--- src/rtl/fpga_cfg_pkg.sv ---
// Shared types and helpers for the FPGA configuration loader.
// The parity-check states are only used when FPGA_CFG_PARITY_EN is defined.
package fpga_cfg_pkg;

    typedef enum logic [2:0] {
        ST_IDLE,
        ST_LOAD,
        ST_CHECK,
        ST_DONE,
        ST_ERROR
    } cfg_state_t;

    localparam int DEFAULT_CHAIN_LEN = 64;

    // Wide enough to hold the value CHAIN_LEN itself, not just CHAIN_LEN-1.
    function automatic int cnt_width(input int chain_len);
        return $clog2(chain_len + 1);
    endfunction

endpackage

--- src/rtl/fpga_cfg_sync.sv ---
// N-stage flip-flop synchroniser for one asynchronous pin input.
module fpga_cfg_sync #(
    parameter int STAGES = 2
) (
    input  logic clk,
    input  logic rst,
    input  logic d,
    output logic q
);

    logic [STAGES-1:0] ff;

    always_ff @(posedge clk) begin
        if (rst) begin
            ff <= '0;
        end else begin
            ff <= {ff[STAGES-2:0], d};
        end
    end

    assign q = ff[STAGES-1];

endmodule

--- src/rtl/fpga_cfg_loader.sv ---
// Serial bitstream loader feeding the fabric configuration chain; gates fabric enable.
// Define FPGA_CFG_PARITY_EN to add a trailing even-parity bit with CHECK/ERROR states.
module fpga_cfg_loader
    import fpga_cfg_pkg::*;
#(
    parameter int CHAIN_LEN   = DEFAULT_CHAIN_LEN,
    parameter int SYNC_STAGES = 2
) (
    input  logic clk,
    input  logic rst,
    input  logic cfg_start_i,
    input  logic cfg_strb_i,
    input  logic cfg_data_i,
    output logic cfg_bit_o,
    output logic cfg_shift_o,
    output logic cfg_busy_o,
    output logic fabric_en_o,
    output logic cfg_err_o
);

    localparam int            CW       = cnt_width(CHAIN_LEN);
    localparam logic [CW-1:0] LAST_CNT = CW'(CHAIN_LEN);

    logic start_s;
    logic strb_s;
    logic data_s;

    fpga_cfg_sync #(.STAGES(SYNC_STAGES)) u_sync_start (
        .clk (clk),
        .rst (rst),
        .d   (cfg_start_i),
        .q   (start_s)
    );

    fpga_cfg_sync #(.STAGES(SYNC_STAGES)) u_sync_strb (
        .clk (clk),
        .rst (rst),
        .d   (cfg_strb_i),
        .q   (strb_s)
    );

    fpga_cfg_sync #(.STAGES(SYNC_STAGES)) u_sync_data (
        .clk (clk),
        .rst (rst),
        .d   (cfg_data_i),
        .q   (data_s)
    );

    logic start_d;
    logic strb_d;
    logic start_rise;
    logic strb_rise;
    logic data_d;

    // Registered edge pulses; data is delayed by the same stage so it lines up with strb_rise.
    always_ff @(posedge clk) begin
        if (rst) begin
            start_d    <= 1'b0;
            strb_d     <= 1'b0;
            start_rise <= 1'b0;
            strb_rise  <= 1'b0;
            data_d     <= 1'b0;
        end else begin
            start_d    <= start_s;
            strb_d     <= strb_s;
            start_rise <= start_s & ~start_d;
            strb_rise  <= strb_s & ~strb_d;
            data_d     <= data_s;
        end
    end

    cfg_state_t    state;
    logic [CW-1:0] cnt;
`ifdef FPGA_CFG_PARITY_EN
    logic          parity;
    logic          err_q;
`endif

    always_ff @(posedge clk) begin
        if (rst) begin
            state       <= ST_IDLE;
            cnt         <= '0;
            cfg_bit_o   <= 1'b0;
            cfg_shift_o <= 1'b0;
            cfg_busy_o  <= 1'b0;
            fabric_en_o <= 1'b0;
`ifdef FPGA_CFG_PARITY_EN
            parity      <= 1'b0;
            err_q       <= 1'b0;
`endif
        end else begin
            cfg_shift_o <= 1'b0;
            case (state)
                ST_IDLE, ST_DONE, ST_ERROR: begin
                    if (start_rise) begin
                        state       <= ST_LOAD;
                        cnt         <= '0;
                        cfg_busy_o  <= 1'b1;
                        fabric_en_o <= 1'b0;
`ifdef FPGA_CFG_PARITY_EN
                        parity      <= 1'b0;
                        err_q       <= 1'b0;
`endif
                    end
                end
                ST_LOAD: begin
                    // Exit is decided while the final shift pulse is on the chain.
                    if (start_rise) begin
                        cnt <= '0;
`ifdef FPGA_CFG_PARITY_EN
                        parity <= 1'b0;
`endif
                    end else if (cnt == LAST_CNT) begin
`ifdef FPGA_CFG_PARITY_EN
                        state <= ST_CHECK;
`else
                        state       <= ST_DONE;
                        cfg_busy_o  <= 1'b0;
                        fabric_en_o <= 1'b1;
`endif
                    end else if (strb_rise) begin
                        cfg_bit_o   <= data_d;
                        cfg_shift_o <= 1'b1;
                        cnt         <= cnt + 1'b1;
`ifdef FPGA_CFG_PARITY_EN
                        parity      <= parity ^ data_d;
`endif
                    end
                end
`ifdef FPGA_CFG_PARITY_EN
                ST_CHECK: begin
                    if (start_rise) begin
                        state  <= ST_LOAD;
                        cnt    <= '0;
                        parity <= 1'b0;
                    end else if (strb_rise) begin
                        cfg_busy_o <= 1'b0;
                        if (data_d == parity) begin
                            state       <= ST_DONE;
                            fabric_en_o <= 1'b1;
                        end else begin
                            state <= ST_ERROR;
                            err_q <= 1'b1;
                        end
                    end
                end
`endif
                default: begin
                    state <= ST_IDLE;
                end
            endcase
        end
    end

`ifdef FPGA_CFG_PARITY_EN
    assign cfg_err_o = err_q;
`else
    assign cfg_err_o = 1'b0;
`endif

endmodule

--- config.mk ---
export PLATFORM = sky130hd
export DESIGN_NAME = fpga_cfg_loader
export DESIGN_NICKNAME = d
export VERILOG_FILES = /design/src/rtl/fpga_cfg_pkg.sv /design/src/rtl/fpga_cfg_sync.sv /design/src/rtl/fpga_cfg_loader.sv
export SDC_FILE = /design/constraint.sdc
export NUM_CORES = 1
export LEC_CHECK = 0
export BUFFER_PORTS_ARGS = -buffer_cell sky130_fd_sc_hd__buf_2
export CORE_MARGIN = 2
export CORE_UTILIZATION = 38
export DETAILED_ROUTE_END_ITERATION = 8
export GPL_TIMING_DRIVEN = 0
export MAX_ROUTING_LAYER = met4
export SYNTH_ARGS = -nofsm -noshare
export SYNTH_HDL_FRONTEND = slang
export SYNTH_SLANG_ARGS = --single-unit
--- constraint.sdc ---
create_clock -name clk -period 2.45 [get_ports clk]
set_input_delay 0.245 -clock clk [delete_from_list [all_inputs] [get_ports clk]]
set_output_delay 0.245 -clock clk [all_outputs]
set_load 0.02 [all_outputs]
==> results of run 1 <==
==> worst max-delay path by stage <==
stage                         to  slack [ps]  depth (start not counted)
final                     cnt[1]         400                          5
after global routing      cnt[2]         310                          5
after CTS                 cnt[2]         390                          5
after detailed placement  cnt[2]         410                          5
after global placement    cnt[2]         450                          5
after floorplan           cnt[2]         520                          5
==> worst max-delay path: stages (launching register included) <==
cell and delay, ps:
sky130_fd_sc_hd__dfxtp_1 360, sky130_fd_sc_hd__inv_1 60, sky130_fd_sc_hd__ha_1 350, sky130_fd_sc_hd__or4b_4 590, sky130_fd_sc_hd__or4b_1 520, sky130_fd_sc_hd__o31ai_1 80
==> metal layers <==
layer / vias up / routed length [um]
li1: 388 / -
met1: 360 / 846
met2: 13 / 845
met3: 2 / 68
met4: 0 / 10
met5: - / 0
==> Yosys cell counts, types with 2 or more instances <==
cell type | count | area share, %
sky130_fd_sc_hd__nor2_1 | 7 | 2.7
sky130_fd_sc_hd__o21ai_0 | 7 | 3.6
sky130_fd_sc_hd__and2_1 | 2 | 1.3
sky130_fd_sc_hd__dfxtp_1 | 24 | 49
sky130_fd_sc_hd__o31ai_1 | 2 | 1.5
sky130_fd_sc_hd__nand4_1 | 2 | 1.3
sky130_fd_sc_hd__nand2_1 | 7 | 2.7
sky130_fd_sc_hd__inv_1 | 4 | 1.5
sky130_fd_sc_hd__nor2b_1 | 12 | 7.7
sky130_fd_sc_hd__a21oi_1 | 7 | 3.6
sky130_fd_sc_hd__a311oi_1 | 2 | 1.8
sky130_fd_sc_hd__or4_1 | 3 | 2.3
sky130_fd_sc_hd__clkbuf_1 | 2 | 0.77
sky130_fd_sc_hd__ha_1 | 4 | 5.1
sky130_fd_sc_hd__or3_2 | 2 | 1.5
sky130_fd_sc_hd__nor3_1 | 2 | 1.0
==> flip-flops by register name (all words and copies together) (netlist names) <==
name and flops:
state 2, start_rise 1, u_sync_start.ff 2, u_sync_data.ff 2
start_d 1, cfg_bit_o 1, cnt 7, fabric_en_o 1
data_d 1, cfg_busy_o 1, u_sync_strb.ff 2, cfg_shift_o 1
strb_rise 1, strb_d 1
==> power breakdown <==
| part | leakage (nW) | internal (mW) | switching (mW) |
|---|---|---|---|
| clock | 0.0279 | 0.165 | 0.122 |
| combinational | 0.189 | 0.0305 | 0.0465 |
| sequential | 0.195 | 0.401 | 0.00433 |
==> metrics by stage <==
step	power, mW	worst slack (ps)
floorplan	0.469	523
global placement	0.487	447
detailed placement	0.491	410
CTS	0.779	392
global route	0.802	308
finish	0.769	400
==> logic make-up after synthesis <==
group | after synthesis
other | 1
and+or+nand+nor | 46
muxes | 1
buffers and inverters | 7
DFF | 24
adders and majority gates | 4
AOI/OAI and AO/OA | 22
==> area by class of cell <==
| class | count | share of cell area (%) |
|---|---|---|
| plain buffers | 3 | 1.36 |
| repair buffers | 8 | 3.62 |
| well taps | 30 | 3.39 |
| multi-input cells | 74 | 42.1 |
| clock buffers | 3 | 2.04 |
| flip-flops and latches | 24 | 43.4 |
| clock inverters | 1 | 2.71 |
| inverters | 4 | 1.36 |
==> summary.md, run 1 <==
STA puts the critical path data required time at 2680 ps. After detailed routing, the number of remaining DRC violations is 0. The number of gates resized after cts came out at 0.

The die is 54.7 um tall. By area, the combinational part of the netlist is dominated by simple AND/OR/NAND/NOR gates. The root cell of the clock tree is sky130_fd_sc_hd__clkbuf_4. In the synthesized netlist, the number of instances is 105. The run gives 0 as the post-CTS setup buffer count. TritonCTS built the clock tree. Setup slack on the worst reg-to-reg path comes out at 400 ps. The worst setup path is launched from a flop.

The synthesized netlist contains 32 unique library cells. From synthesis to final layout, the design area changed by 13.3%. Of the total synthesized cell area, the portion taken by XOR and XNOR cells is 0%. Cell count of the worst reg-to-reg path: 5. The proportion of synthesized chip area in sequential cells came out at 49.2%.

The cell depth of the worst hold path is 2. Counting I/O delays and the setup requirement, the final critical path takes 2050 ps. The startpoint identified for the worst hold timing path is cfg_data_i.

For this design the static power due to leakage is 0.412 nW. IR analysis of the VDD net gives a maximum drop of 0.527 mV. After clock tree synthesis, the clock-pin slew on the worst setup and hold paths is 140 ps. In the routed layout, each cell is associated on average with a via count of 5.19.

The repair_antennas step left the layout with diodes totalling 0. Summing over every cut layer, the via total after detailed routing is 763. The tools report the endpoint with the worst hold slack as u_sync_data.ff[0]. Counting flops with a built-in enable in the synthesized netlist gives 0.

The detailed placer's ending HPWL is 1250 um. The tools report the total of endpoints with negative setup slack in the final report as 0. The most frequently used flop master after synthesis is sky130_fd_sc_hd__dfxtp_1.

The longest clock path from root to sink contains 2 buffers. The logs give 13.7% for the aggregate global-route resource usage and 5.74% for the met3 capacity usage during global routing. After synthesis the netlist holds a flip-flop and latch count of 24. In this run the cell area measured after placement is 1050 sq um. At the pin with the least slew margin, the transition time is 568 ps.

Met2 capacity usage during global routing: 22.4%. The library cell used most frequently in the layout, excluding fill and tap cells, is sky130_fd_sc_hd__dfxtp_1. After clock tree synthesis, the flow added hold-fix buffers numbering 0. Clock latency on the worst-skew pair, taken at its later pin, is 320 ps. Max-cap violations in this run came to 0. The finished cells cover 1110 sq um. The run gives 24 as the count of clock tree sinks. In this run the critical register-to-register path is launched from state[0].

The global-route wire length before repair was 2780 um; the wire length per cell after detailed routing was 12.0 um. For this design the ratio of total power to cell area is 695 nW/um^2. Setup repair after global routing left no endpoint under its margin. The global route total overflow came out at 0. The global placement routability congestion was 0.839; the layout filler cell count was 248.

The die outline area was 2990 sq um; the post-synthesis net count was 114. The count of buffers added on input and output ports is 8. The highest net fanout along the worst path was 7. Data arrives at the worst endpoint at 2280 ps. In this run the core area contains 18 standard-cell rows. Of the available clock period, the critical path in the final layout requires 83.7%. The run gives 976 sq um as the area of the mapped netlist. Number of standard cells in the layout, taps in and fillers out: 147. The count of warnings emitted by yosys is 0, and the largest clock skew in the final design is 7.19 ps.

Class of the most critical setup path: flop to flop. Measured along the x axis, the die boundary spans 54.7 um. 10 I/O pins were placed. The final-report hold violation count was 0; the mean post-synth cell area was 9.29 sq um. The number of clock buffers added by TritonCTS is 3. Summing the areas of all compound-gate instances in the mapped netlist gives 13.5% of the synthesized area. The met1 routing resource usage after global routing came out at 15.1%. Headroom to the max-slew limit came out at 61.8%. The run gives 0 as the number of antenna violations at the first check in global routing.

The logs give 45.1% for the end-of-flow core utilization and 15 for the pin count of the biggest net entering global routing. In this run, the number of DRC markers left after iteration 0 of detailed routing was 16. The number of pins exceeding their max-slew limit in the final report is 0. The synthesized-area fraction occupied by and/or/nand/nor cells came out at 27.7%. In the synthesized netlist the async set-or-reset flop fraction comes to 0%. The end of the worst register-to-register path is cnt[1].

In the synthesized netlist, mux cells make up 1.03% of the area. In the layout the commonest cells are sky130_fd_sc_hd__dfxtp_1 (24), sky130_fd_sc_hd__nor2b_1 (12), sky130_fd_sc_hd__buf_2 (8). The tools report the critical path startpoint as state[0]. Static timing analysis puts the maximum clock frequency at 488 MHz. The flow ran to the end, and the final reports show no timing, DRC or antenna violations.

The initial utilization of the core area, before any placement, comes to 39.8%. The via count of the first global-routing pass was 656; the storage element area was 480 sq um. The pre-antenna-repair detailed-routing pass consisted of 4 iterations. The area of the core region came out at 2450 sq um.

Category of the worst setup path capture point: a flop. The post-route netlist has 15.4% of its cells at a drive strength greater than 1. The run gives 0 as the number of nets with antenna violations after routing.

The number of placed instances, taps included, is 143. On the final layout, the worst hold slack is 126 ps. For this block, the routed nets add up to 1770 um of wire. The peak-usage layer in the global routing report was met2. The min-delay analysis places its worst path in the category primary input to flop. Maximum level of the CTS H-tree: 1.

Of the total synthesized cell area, the portion taken by full adders, half adders and majority gates is 5.13%. In the final design database the tool counted 127 nets. In the final layout, the multi-input gates occupy 465 sq um.

The run gives 0 ps as the total negative slack.
Power figures use the tool's default switching activity.
==> run 2, diff against run 1 <==
==> constraint.sdc (replaced) <==
create_clock -name clk -period 2 [get_ports clk]
set_input_delay 0.2 -clock clk [delete_from_list [all_inputs] [get_ports clk]]
set_output_delay 0.2 -clock clk [all_outputs]
set_load 0.02 [all_outputs]
==> run 2 against run 1 <==
  * Die area did not move
  * Sequential power rose by 23%
  * Critical endpoint is now cnt[2]
  * Critical path depth did not move
  * Final cell count did not move
  * Clock power rose by 24%
  * Largest cell class unchanged
==> summary.md, run 2 (synthesis results as in run 1) <==
The flow ran to the end, and the final reports show no timing, DRC or antenna violations. The run gives 0.952 mW (+24%) as the power after layout. The DRC violations left came out at 0 (unchanged). The path with the worst hold slack has its endpoint at u_sync_data.ff[0]. From synthesis to final layout, the design area changed by 15.0%. The number of nets with antenna violations after routing is 0 (unchanged). The initial standard-cell utilization of the core was 39.8% (unchanged).

In this run the critical register-to-register path is captured at cnt[2]. The tools report the required arrival time at the worst endpoint as 2260 ps (-420 ps). Most common library cell in the layout ignoring fill and taps: sky130_fd_sc_hd__dfxtp_1. The wire length per cell after detailed routing works out to 12.3 um (+2.1%). The run gives 4 (unchanged) as the first-pass detailed-route iteration total.

The cell sitting at the root of the clock tree is a sky130_fd_sc_hd__clkbuf_4. The total of endpoints with negative setup slack in the final report is 0 (unchanged). The worst setup path is of the flop to flop kind.

The transition time at the pin with the least slew margin was 572 ps (+4.31 ps); the worst path arrival time was 2180 ps (-100 ps). The detailed placer's ending HPWL was 1250 um (unchanged). Worst flop-to-flop path startpoint: state[0].

The library cells used most frequently in the layout, excluding fill and tap cells, are sky130_fd_sc_hd__dfxtp_1 (23), sky130_fd_sc_hd__nor2b_1 (12), sky130_fd_sc_hd__buf_2 (8). The number of I/O port buffers works out to 8 (unchanged). The layer flagged by global routing as most heavily used is met2. The flip-flop count of the largest register after layout is 7 (unchanged), and the met2 capacity usage during global routing is 23.0% (+0.60 points). The shortest clock period the worst path allows after layout came out at 1920 ps (-128 ps). The pin count of the biggest net entering global routing is 15 (unchanged), and the number of I/O pins is 10 (unchanged). The register name with the most flops was cnt.

The global route total overflow was 0 (unchanged); the via count of the first global-routing pass was 652 (-0.61%). Maximum root-to-sink buffer count: 2 (unchanged). The run gives 45.7% (+0.66 points) as the end-of-flow core utilization. The storage element area came out at 482 sq um (+0.26%). The highest net fanout along the worst path came out at 7 (unchanged). For the leakage power summed over all cells, the log shows 0.412 nW (about the same). The number of nets at the end of the flow is 127 (unchanged). The ratio of routed vias to standard cells works out to 5.22 (+0.66%).

Aggregate global-route resource usage: 13.8% (+0.18 points). The worst setup path is launched from a flop. The logs give 520 MHz (+6.6%) for the fmax and 0.647 mV (+23%) for the maximum vdd ir drop.

Number of antenna violations at the first check in global routing: 0 (unchanged). The run gives 0 ps (unchanged) as the total negative slack. TritonCTS built the clock tree. The fraction of layout cells with a size suffix above 1 was 17.9% (+2.6 points). The run gives 4.94 ps (-2.25 ps) as the largest clock skew in the final design.

The total detailed-routing wirelength is 1810 um (+2.1%), and the count of clock tree sinks is 24 (unchanged). Launch instance of the worst min-delay path: cfg_data_i. The cell depth of the worst hold path is 2 (unchanged), and the clock-pin slew reported for the worst setup and hold paths after clock tree synthesis is 140 ps (about the same).

The post-route cell area is 1120 sq um (+1.5%), and the cell count of the worst reg-to-reg path is 5 (unchanged). The hold buffer count at CTS was 0 (unchanged); the worst-skew pair later-pin latency was 320 ps (about the same). The share of the cycle needed by the critical path after routing was 96.1% (+12 points). Area of the core region: 2450 sq um (unchanged). Die boundary width: 54.7 um (unchanged).

The global-route wire length before repair came out at 2790 um (+0.25%). For the met1 routing resource usage after global routing, the log shows 15.1% (unchanged). The run gives 15 (-1) as the number of violations reported at the end of detailed-routing iteration 0.

The tools report the die outline area as 2990 sq um (unchanged). Setup repair after global routing left no endpoint under its margin. The met3 capacity usage during global routing was 5.74% (unchanged). The total power divided by cell area is 849 nW/um^2 (+22%). The maximum level of the CTS H-tree was 1 (unchanged); the placed instance area was 1050 sq um (unchanged). For the setup slack on the worst flop-to-flop path, the log shows 80 ps (-320 ps).

In this run the worst hold path is classified as primary input to flop. Area used by multi-input combinational logic: 480 sq um (+3.2%). The die extent in y was 54.7 um (unchanged); the global placement routability congestion was 0.839 (unchanged). The run gives 246 (-0.81%) as the layout filler cell count.

The number of pins exceeding their max-slew limit in the final report is 0 (unchanged). For the number of buffers inserted during clock tree synthesis, the log shows 3 (unchanged). The number of violations of the max-capacitance limit was 0 (unchanged); the antenna diode count was 0 (unchanged). The final-report hold violation count is 0 (unchanged).

The category of the worst setup path capture point is a flop. The number of placement rows came out at 18 (unchanged). The headroom to the max-slew limit was 61.5% (-0.29 points); the total number of vias was 768 (+0.66%).

The worst hold slack across all endpoints was 78.3 ps (-48.1 ps).
==> run 2: per-stage QoR <==
| step | instances | worst slack (ps) |
|---|---|---|
| 3_3_place_gp | 143 | -2.55 |
| 4_1_cts | 147 | 38.0 |
| 5_1_grt | 147 | 16.2 |
| 3_5_place_dp | 143 | -40.1 |
| 2_1_floorplan | 105 | 72.6 |
| 6_report | 147 | 77.6 |
==> run 2: area by class of cell <==
cell class                 instances  area share [%]
clock inverter                     1            2.68
tap                               30            3.34
inverter                           4            1.34
clock buffer                       3            2.01
timing repair buffer               8            3.57
multi-input combinational         74            42.8
sequential                        24            42.9
buffer                             3            1.34
==> run 2: worst max-delay path by stage <==
stage                   from     end  slack (ps)
floorplan           state[0]  cnt[2]          70
global placement    state[0]  cnt[2]          -3
detailed placement  state[0]  cnt[2]         -40
CTS                 state[0]  cnt[2]          40
global route        state[0]  cnt[2]          20
finish              state[0]  cnt[2]          80
==> run 2: repair_timing <==
action,CTS,global route
resized for setup,1,2
buffers inserted,0,0
pin swaps,0,1
setup endpoints to repair,4,3
==> run 2: worst max-delay path, cell delays in order, from the launching register on <==
cell,delay (ps)
sky130_fd_sc_hd__dfxtp_2,350
sky130_fd_sc_hd__inv_1,70
sky130_fd_sc_hd__ha_4,260
sky130_fd_sc_hd__or4b_4,530
sky130_fd_sc_hd__or4_1,480
sky130_fd_sc_hd__a31oi_1,170
==> run 2: per-layer routing <==
metal  vias up  wire, um
met1       362       840
li1        389         -
met3         2        71
met5         -         0
met2        15       884
met4         0        10
==> run 2: report_power, final <==
part | switching (mW) | internal (mW)
logic | 0.0586 | 0.0418
registers | 0.00545 | 0.492
clock network | 0.152 | 0.203
